### src/rtl/uart_frame_pkg.sv
// Shared constants, FSM state encoding and width helper for the UART frame parser.
package uart_frame_pkg;

    localparam logic [7:0] HDR0 = 8'h55;
    localparam logic [7:0] HDR1 = 8'hAA;

    typedef enum logic [2:0] {
        ST_IDLE,
        ST_HDR1,
        ST_CMD,
        ST_LEN,
        ST_PAY,
        ST_SUM,
        ST_HOLD
    } state_t;

    function automatic int len_w(input int max_len);
        return $clog2(max_len + 1);
    endfunction

endpackage

### src/rtl/frame_payload_ram.sv
// Payload store: one write port, one registered read port whose output is forced
// to zero when the caller marks the address as outside the held frame.
module frame_payload_ram #(
    parameter int DEPTH = 16,
    parameter int AW    = 4
) (
    input  logic          clk,
    input  logic          rst,
    input  logic          i_we,
    input  logic [AW-1:0] i_waddr,
    input  logic [7:0]    i_wdata,
    input  logic [AW-1:0] i_raddr,
    input  logic          i_rd_ok,
    output logic [7:0]    o_rdata
);

    logic [7:0] r_mem [DEPTH];
    logic [7:0] r_rdata;

    // Storage is deliberately not reset; only the read register is.
    always_ff @(posedge clk) begin
        if (i_we) begin
            r_mem[i_waddr] <= i_wdata;
        end
    end

    always_ff @(posedge clk) begin
        if (rst) begin
            r_rdata <= '0;
        end else begin
            r_rdata <= i_rd_ok ? r_mem[i_raddr] : '0;
        end
    end

    assign o_rdata = r_rdata;

endmodule

### src/rtl/uart_frame_parser.sv
// Assembles 0x55 0xAA CMD LEN PAYLOAD SUM frames from the UART byte stream, holds
// one good frame until acknowledged, and reports checksum/length/timeout errors.
module uart_frame_parser
    import uart_frame_pkg::*;
#(
    parameter int MAX_LEN     = 16,
    parameter int TIMEOUT_CYC = 50000,
    parameter int LEN_W       = len_w(MAX_LEN)
) (
    input  logic             clk,
    input  logic             rst,
    input  logic             RecDone,
    input  logic [7:0]       RecData,
    output logic             FrmValid,
    output logic [7:0]       FrmCmd,
    output logic [LEN_W-1:0] FrmLen,
    input  logic             FrmAck,
    input  logic [LEN_W-1:0] RdAddr,
    output logic [7:0]       RdData,
    output logic             ErrSum,
    output logic             ErrLen,
    output logic             ErrTmo,
    output logic [7:0]       DropCnt
);

    localparam int             IW        = (MAX_LEN > 1) ? $clog2(MAX_LEN) : 1;
    localparam int             TW        = (TIMEOUT_CYC > 1) ? $clog2(TIMEOUT_CYC) : 1;
    localparam logic [TW-1:0]  TMO_LAST  = TW'(TIMEOUT_CYC - 1);
    localparam logic [7:0]     MAX_LEN_B = 8'(MAX_LEN);

    state_t           r_state;
    state_t           w_state_nxt;
    logic [7:0]       r_sum;
    logic [7:0]       r_cmd;
    logic [LEN_W-1:0] r_len;
    logic [IW-1:0]    r_idx;
    logic [TW-1:0]    r_tmo;
    logic             r_frm_valid;
    logic [7:0]       r_frm_cmd;
    logic [LEN_W-1:0] r_frm_len;
    logic             r_err_sum;
    logic             r_err_len;
    logic             r_err_tmo;
    logic [7:0]       r_drop;

    logic             w_in_frame;
    logic             w_tmo_hit;
    logic             w_pay_last;
    logic             w_err_sum;
    logic             w_err_len;
    logic             w_accept;
    logic             w_release;
    logic             w_ram_we;
    logic             w_drop;
    logic             w_rd_ok;

    assign w_in_frame = (r_state != ST_IDLE) && (r_state != ST_HOLD);
    // A byte arriving on the terminal count cycle keeps the frame alive.
    assign w_tmo_hit  = w_in_frame && !RecDone && (r_tmo == TMO_LAST);
    assign w_pay_last = (LEN_W'(r_idx) == (r_len - LEN_W'(1)));
    assign w_rd_ok    = (RdAddr < r_frm_len);

    always_comb begin
        w_state_nxt = r_state;
        w_err_sum   = 1'b0;
        w_err_len   = 1'b0;
        w_accept    = 1'b0;
        w_release   = 1'b0;
        w_ram_we    = 1'b0;
        w_drop      = 1'b0;
        case (r_state)
            ST_IDLE: begin
                if (RecDone && RecData == HDR0) w_state_nxt = ST_HDR1;
            end
            ST_HDR1: begin
                if (RecDone) begin
                    if (RecData == HDR1)      w_state_nxt = ST_CMD;
                    else if (RecData == HDR0) w_state_nxt = ST_HDR1;
                    else                      w_state_nxt = ST_IDLE;
                end
            end
            ST_CMD: begin
                if (RecDone) w_state_nxt = ST_LEN;
            end
            ST_LEN: begin
                if (RecDone) begin
                    if (RecData > MAX_LEN_B) begin
                        w_err_len   = 1'b1;
                        w_state_nxt = ST_IDLE;
                    end else if (RecData == 8'h00) begin
                        w_state_nxt = ST_SUM;
                    end else begin
                        w_state_nxt = ST_PAY;
                    end
                end
            end
            ST_PAY: begin
                if (RecDone) begin
                    w_ram_we = 1'b1;
                    if (w_pay_last) w_state_nxt = ST_SUM;
                end
            end
            ST_SUM: begin
                if (RecDone) begin
                    if (RecData == r_sum) begin
                        w_accept    = 1'b1;
                        w_state_nxt = ST_HOLD;
                    end else begin
                        w_err_sum   = 1'b1;
                        w_state_nxt = ST_IDLE;
                    end
                end
            end
            ST_HOLD: begin
                w_drop = RecDone;
                if (FrmAck) begin
                    w_release   = 1'b1;
                    w_state_nxt = ST_IDLE;
                end
            end
            default: w_state_nxt = ST_IDLE;
        endcase
        if (w_tmo_hit) w_state_nxt = ST_IDLE;
    end

    always_ff @(posedge clk) begin
        if (rst) begin
            r_state     <= ST_IDLE;
            r_sum       <= '0;
            r_cmd       <= '0;
            r_len       <= '0;
            r_idx       <= '0;
            r_tmo       <= '0;
            r_frm_valid <= 1'b0;
            r_frm_cmd   <= '0;
            r_frm_len   <= '0;
            r_err_sum   <= 1'b0;
            r_err_len   <= 1'b0;
            r_err_tmo   <= 1'b0;
            r_drop      <= '0;
        end else begin
            r_state   <= w_state_nxt;
            r_err_sum <= w_err_sum;
            r_err_len <= w_err_len;
            r_err_tmo <= w_tmo_hit;

            if (!w_in_frame || RecDone || w_tmo_hit) r_tmo <= '0;
            else                                     r_tmo <= r_tmo + 1'b1;

            if (RecDone) begin
                case (r_state)
                    ST_CMD: begin
                        r_cmd <= RecData;
                        r_sum <= RecData;
                    end
                    ST_LEN: begin
                        r_len <= RecData[LEN_W-1:0];
                        r_idx <= '0;
                        r_sum <= r_sum + RecData;
                    end
                    ST_PAY: begin
                        r_idx <= r_idx + 1'b1;
                        r_sum <= r_sum + RecData;
                    end
                    default: ;
                endcase
            end

            if (w_accept) begin
                r_frm_valid <= 1'b1;
                r_frm_cmd   <= r_cmd;
                r_frm_len   <= r_len;
            end else if (w_release) begin
                r_frm_valid <= 1'b0;
            end

            if (w_drop && r_drop != 8'hFF) r_drop <= r_drop + 1'b1;
        end
    end

    frame_payload_ram #(
        .DEPTH (MAX_LEN),
        .AW    (IW)
    ) u_ram (
        .clk     (clk),
        .rst     (rst),
        .i_we    (w_ram_we),
        .i_waddr (r_idx),
        .i_wdata (RecData),
        .i_raddr (RdAddr[IW-1:0]),
        .i_rd_ok (w_rd_ok),
        .o_rdata (RdData)
    );

    assign FrmValid = r_frm_valid;
    assign FrmCmd   = r_frm_cmd;
    assign FrmLen   = r_frm_len;
    assign ErrSum   = r_err_sum;
    assign ErrLen   = r_err_len;
    assign ErrTmo   = r_err_tmo;
    assign DropCnt  = r_drop;

endmodule

### config.mk
export PLATFORM = sky130hd
export DESIGN_NAME = uart_frame_parser
export DESIGN_NICKNAME = d
export VERILOG_FILES = /design/src/rtl/uart_frame_pkg.sv /design/src/rtl/frame_payload_ram.sv /design/src/rtl/uart_frame_parser.sv
export SDC_FILE = /design/constraint.sdc
export NUM_CORES = 1
export LEC_CHECK = 0
export CAP_MARGIN = 20
export CORE_MARGIN = 10
export CORE_UTILIZATION = 45
export CTS_BUF_LIST = sky130_fd_sc_hd__clkbuf_8
export DETAILED_ROUTE_END_ITERATION = 8
export MAX_ROUTING_LAYER = met4
export PLACE_DENSITY = 0.68
export SKIP_CTS_REPAIR_TIMING = 1
export SLEW_MARGIN = 5
export SYNTH_ARGS = -nofsm -noshare
export SYNTH_HDL_FRONTEND = slang
export SYNTH_SLANG_ARGS = --single-unit
### constraint.sdc
create_clock -name clk -period 2.95 [get_ports clk]
set_input_delay 0.4425 -clock clk [delete_from_list [all_inputs] [get_ports clk]]
set_output_delay 0.4425 -clock clk [all_outputs]
set_load 0.01 [all_outputs]
Word-level counts from Yosys, hierarchy flattened:

Memories as Yosys holds them, arrays and structs flattened. A register that Yosys moved wholly into a read port is not among the register bits.
Index checks and enable logic that the tools add are counted.

* $add $sub $neg: 5
* $mul: 0
* divide/modulo/power cells: 0
* $lt $le $gt $ge: 2
* equal/unequal tests: 21
* shift operators: 0
* mux-type cells: 30
* bitwise operators: 4
* reduce and logical (&&, ||, !) cells: 26

Operators with widths (number)
* two-way mux 3 bit: 10
* case mux 3 bit (7 select lines): 1
* adder 16 x 1 -> 16 bit (second input constant): 1
* equality test 16 bit (second input constant): 1
* two-way mux 1 bit: 16
* != test 2 bit (second input constant): 8
* case mux 8 bit (2 select lines): 1
* equality test 3 bit (second input constant): 3
* adder 8 x 1 -> 8 bit (second input constant): 1
* adder 8 bit: 1
* equality test 8 x 7 -> 1 bit (second input constant): 1
* equality test 8 bit: 1
* equality test 8 bit (second input constant): 1
* greater-than comparator 8 x 5 -> 1 bit (second input constant): 1
* logical NOT 8 bit: 1
* != test 8 bit (second input constant): 1
* case mux 4 bit (2 select lines): 1
* AND reduction 2 bit: 4
* AND reduction 8 bit: 1
* OR reduction 2 bit: 4
* equality test 3 x 2 -> 1 bit (second input constant): 2
* nonzero test 2 bit: 3
* OR reduction 3 bit: 2
* equality test 4 x 5 -> 1 bit: 1
* other kinds (12): 21

* bits in registers: 69
* latch bits: 0
* memory bits (writable): 128
* ROM bits: 0
* bits of input ports: 17
* word-level logic and storage cells: 102
* memories: 1

Memory list
* u_ram.r_mem: words 16, width 8, read ports 1, clocked after Yosys merged registers in 1, write ports 1, RTL line frame_payload_ram.sv:17 `logic [7:0] r_mem [DEPTH];`

Longest topological paths before layout:

* depth after elaboration: 6
* mapped depth: 9

Modules after synthesis:

Synthesis repeated with hierarchy kept, for this count alone.

* cells, all modules: 672
* area total of the unflattened synthesis: 8839.7 um2

By module, submodules not included
* frame_payload_ram: instances 1, cells each 250, area each 5198.7 um2
* uart_frame_parser: instances 1, cells each 422, area each 3641.0 um2

Worst setup path after synthesis:

OpenSTA, ideal clock, no wires.

* kind: register to register
* start point: reg r_state[0]
* end point: mem u_ram.r_mem[3][0] (enable)
* arrival: 1.712 ns
* slack: 0.854 ns
* stages on the path, launching flop included: 8
* period minus slack after synthesis: 2.096 ns
* path through: dfxtp_1 nor2_1 and2_1 clkbuf_1 and2_1 buf_2 nand2_1 nor3_1

* cells in the longest elaborated chain, start to end: 4

Ends and longest elaborated chain
* from (decl): RTL line uart_frame_parser.sv:31 `state_t r_state;`
* from (signal assigned): RTL line uart_frame_parser.sv:142 `r_state <= w_state_nxt;`
* equality test 3 bit: RTL line uart_frame_parser.sv:71 `case (r_state)`
* two-way mux 1 bit: RTL line uart_frame_parser.sv:71
* two-way mux 1 bit: RTL line frame_payload_ram.sv:22 `if (i_we) begin`
* two-way mux 1 bit (not written as such): RTL line frame_payload_ram.sv:23 `r_mem[i_waddr] <= i_wdata;`
* to (decl): RTL line frame_payload_ram.sv:17

No other way between the ends.

Worst setup path after layout:

* start point: in RecData[3]
* end point: reg r_sum[7]

* cells in the longest elaborated chain, start to end: 2

Ends and longest elaborated chain
* from (decl): RTL line uart_frame_parser.sv:13 `input logic [7:0] RecData,`
* adder 8 bit: RTL line uart_frame_parser.sv:159, uart_frame_parser.sv:163
* case mux 8 bit (2 select lines): RTL line uart_frame_parser.sv:151 `case (r_state)`
* to (signal assigned): RTL line uart_frame_parser.sv:154 `r_sum <= RecData;`
* to (signal assigned): RTL line uart_frame_parser.sv:159 `r_sum <= r_sum + RecData;`
* to (signal assigned): RTL line uart_frame_parser.sv:163 `r_sum <= r_sum + RecData;`
* to (decl): RTL line uart_frame_parser.sv:33 `logic [7:0] r_sum;`

No other way between the ends.
A chain may end at the register's enable or synchronous reset.

==> out/qor.txt <==
Status - finished clean
Core area - 18800 um2
Worst endpoint required time - 3350 ps
Number of DRC markers in iteration 0 - 396
Top Ports - 50
Final HPWL DP - 13300 um
DRC violations left - 0
FF-to-FF End - r_sum[7]$_SDFFE_PP0P_
Slew @ Worst Pin - 599 ps
Die Y - 159 um
Gr ovfl total - 0
RD Place Congestion - 0.815
Critical path peak fanout - 4
Met3 Track Usage GR - 3.49%
HP Start - rst
First-pass GRT wire length - 31600 um
#FFs+latches synth - 205
Tightest Hold Check Type - input pin to flop
Clock skew - 20.2 ps
Final hold vios - 0
Final WL - 20300 um
Vias in the first global route - 5691
Pin count of the biggest net entering global routing - 34
Max-cap violations - 0
Mean routed wirelength per cell - 19.8 um
Min Tclk post-route - 2320 ps
CTS tree - done
Fraction of layout cells with a size suffix above 1 - 15.4%
Clock sink count - 205
Pwr per Cell Area - 564 nW/um2
Post-route ant nets - 0
Worst VDD drop - 441 uV
Syn Inst Count - 650
Setup TNS - 0 ps
Post-synth cell types - 60
RSZ-0062 raised after global routing - false
CP Capture Point - r_sum[7]$_SDFFE_PP0P_
Critical path class - input pin to flop
Worst reg2reg setup slack - 820 ps
TritonRoute pass-1 iters - 5
Die width - 159 um
R2r startpoint - r_sum[3]$_SDFFE_PP0P_
Diode count - 0
All-Layer GR Usage - 16.0%
Worst skew pair latency - 520 ps
Mapped Nets - 686
WP data arrival - 2730 ps
Leakage power - 3.51 nW
Area Overhead vs Synth - 18.2%
Post-synth EDFFs - 128
Cell taking the most area after synthesis - edfxtp_1
Total CTS buffers - 34
Max-slew violation count - 0
R2R cell count - 7
Clock-pin slew on the worst setup and hold paths - 60 ps
Initial Util - 46.1%
Area share of the largest cell type after synthesis - 44.3%
Vias - 5578
Top FF cell, synth - edfxtp_1
Final period util - 78.7%
Initial antenna violation count - 0
Fin worst setup slack - 629 ps
Sequential element share of the synthesized area - 62.0%
Met1 GRT Util - 19.0%
Filler cell count - 1541
Share of synthesized registers carrying an async set or reset - 0%
Post-synth top cells - edfxtp_1, dfxtp_1, nand2_1
Synth area leaders - edfxtp_1, dfxtp_1, mux4_2
Most frequent cell after synthesis - edfxtp_1
Synth warnings - 0
Nets - 778
Max Fclk - 431 MHz
Crit. End Element - flop
Setup WS pre-CTS - 175 ps
Final setup viols - 0
GRT Max-Usage Layer - met2
Via density - 5.44
Crit path launch type - input pin
Mapped cell area - 8680 um2
H-tree depth - 2
Maximum clock path buffer count - 3
Synth Area per Inst - 13.4 um2
Root Driver - clkbuf_8
Crit path from - RecData[3]
Cell Rows - 50
Port bufs - 49
Die area - 25200 um2
Met2 usage - 26.9%
Max-slew headroom - 59.7%
## worst max-delay path, cell delays in order
cell,delay [ps]
clkdlybuf4s50_1,510
ha_1,390
and2_1,170
a221oi_1,450
a21boi_0,210
o211ai_1,270
nand4_1,130
o211a_1,150
## cells in the final DEF, fill, tap and decap left out, drive strengths merged, types with 16 or more instances in the layout
cell type        n
nor3            16
a21oi           37
clkdlybuf4s50   47
dfxtp           77
clkbuf          42
xor2            16
buf             39
mux4            40
nor2            66
edfxtp         128
nand2           72
ha              18
inv             25
## worst min-delay path by stage
stage,to,slack (ps),depth (start not counted)
6_report,DropCnt[6]$_SDFFE_PP0P_,380,2
4_1_cts,DropCnt[0]$_SDFFE_PP0P_,380,2
3_3_place_gp,r_tmo[0]$_SDFF_PP0_,440,1
5_1_grt,DropCnt[3]$_SDFFE_PP0P_,420,2
2_1_floorplan,r_tmo[0]$_SDFF_PP0_,430,1
3_5_place_dp,FrmCmd[3]$_SDFFE_PP0P_,450,2
## report_power, final
group	internal [mW]	switching, mW
logic	0.145	0.178
clock network	1.29	1.10
registers	3.06	0.0156
total	4.49	1.30
## sequential cells by signal, summed over array words and instances, names as in the netlist, 3 cells and up
signal,flops
FrmCmd,8
r_cmd,8
r_sum,8
u_ram.r_mem,128
r_len,5
r_tmo,16
r_idx,4
u_ram.o_rdata,8
FrmLen,5
r_state,3
DropCnt,8
## final cells by class
type	instances	area [um2]	share of cell area, %
multi-input cells	398	3060	29.9
well taps	260	325	3.17
clock inverters	17	77.6	0.756
inverters	17	63.8	0.622
repair buffers	86	771	7.51
clock buffers	42	578	5.63
flip-flops and latches	205	5390	52.5
## metrics by stage
step / util, % / power, mW / std cells / cell area [um2] / hold slack, ps
global route: 54.5 / 6.00 / 1025 / 10300 / 419
finish: 54.5 / 5.79 / 1025 / 10300 / 376
CTS: 54.5 / 5.85 / 1025 / 10300 / 375
global placement: 51.0 / 3.45 / 966 / 9610 / 441
detailed placement: 51.0 / 3.46 / 966 / 9610 / 449
floorplan: - / 3.32 / 650 / 8680 / 426
## layer usage
layer / wire [um] / up-vias / part of all wire, %
li1: - / 2609 / -
met1: 8480 / 2755 / 42
met2: 10200 / 176 / 50
met3: 1100 / 38 / 5.4
met4: 449 / 0 / 2.2
met5: 0 / - / 0
## cell families (layout without fill, tap and decap cells)
group | count (synthesis) | count (layout) | synth area share, %
compound gates | 79 | 79 | 5.77
flops | 205 | 205 | 62.0
simple gates | 225 | 225 | 12.2
xor+xnor | 28 | 28 | 2.82
buf+inv | 47 | 162 | 2.67
fa+ha+maj | 19 | 19 | 2.83
mux | 47 | 47 | 11.7
Power figures use the tool's default switching activity.
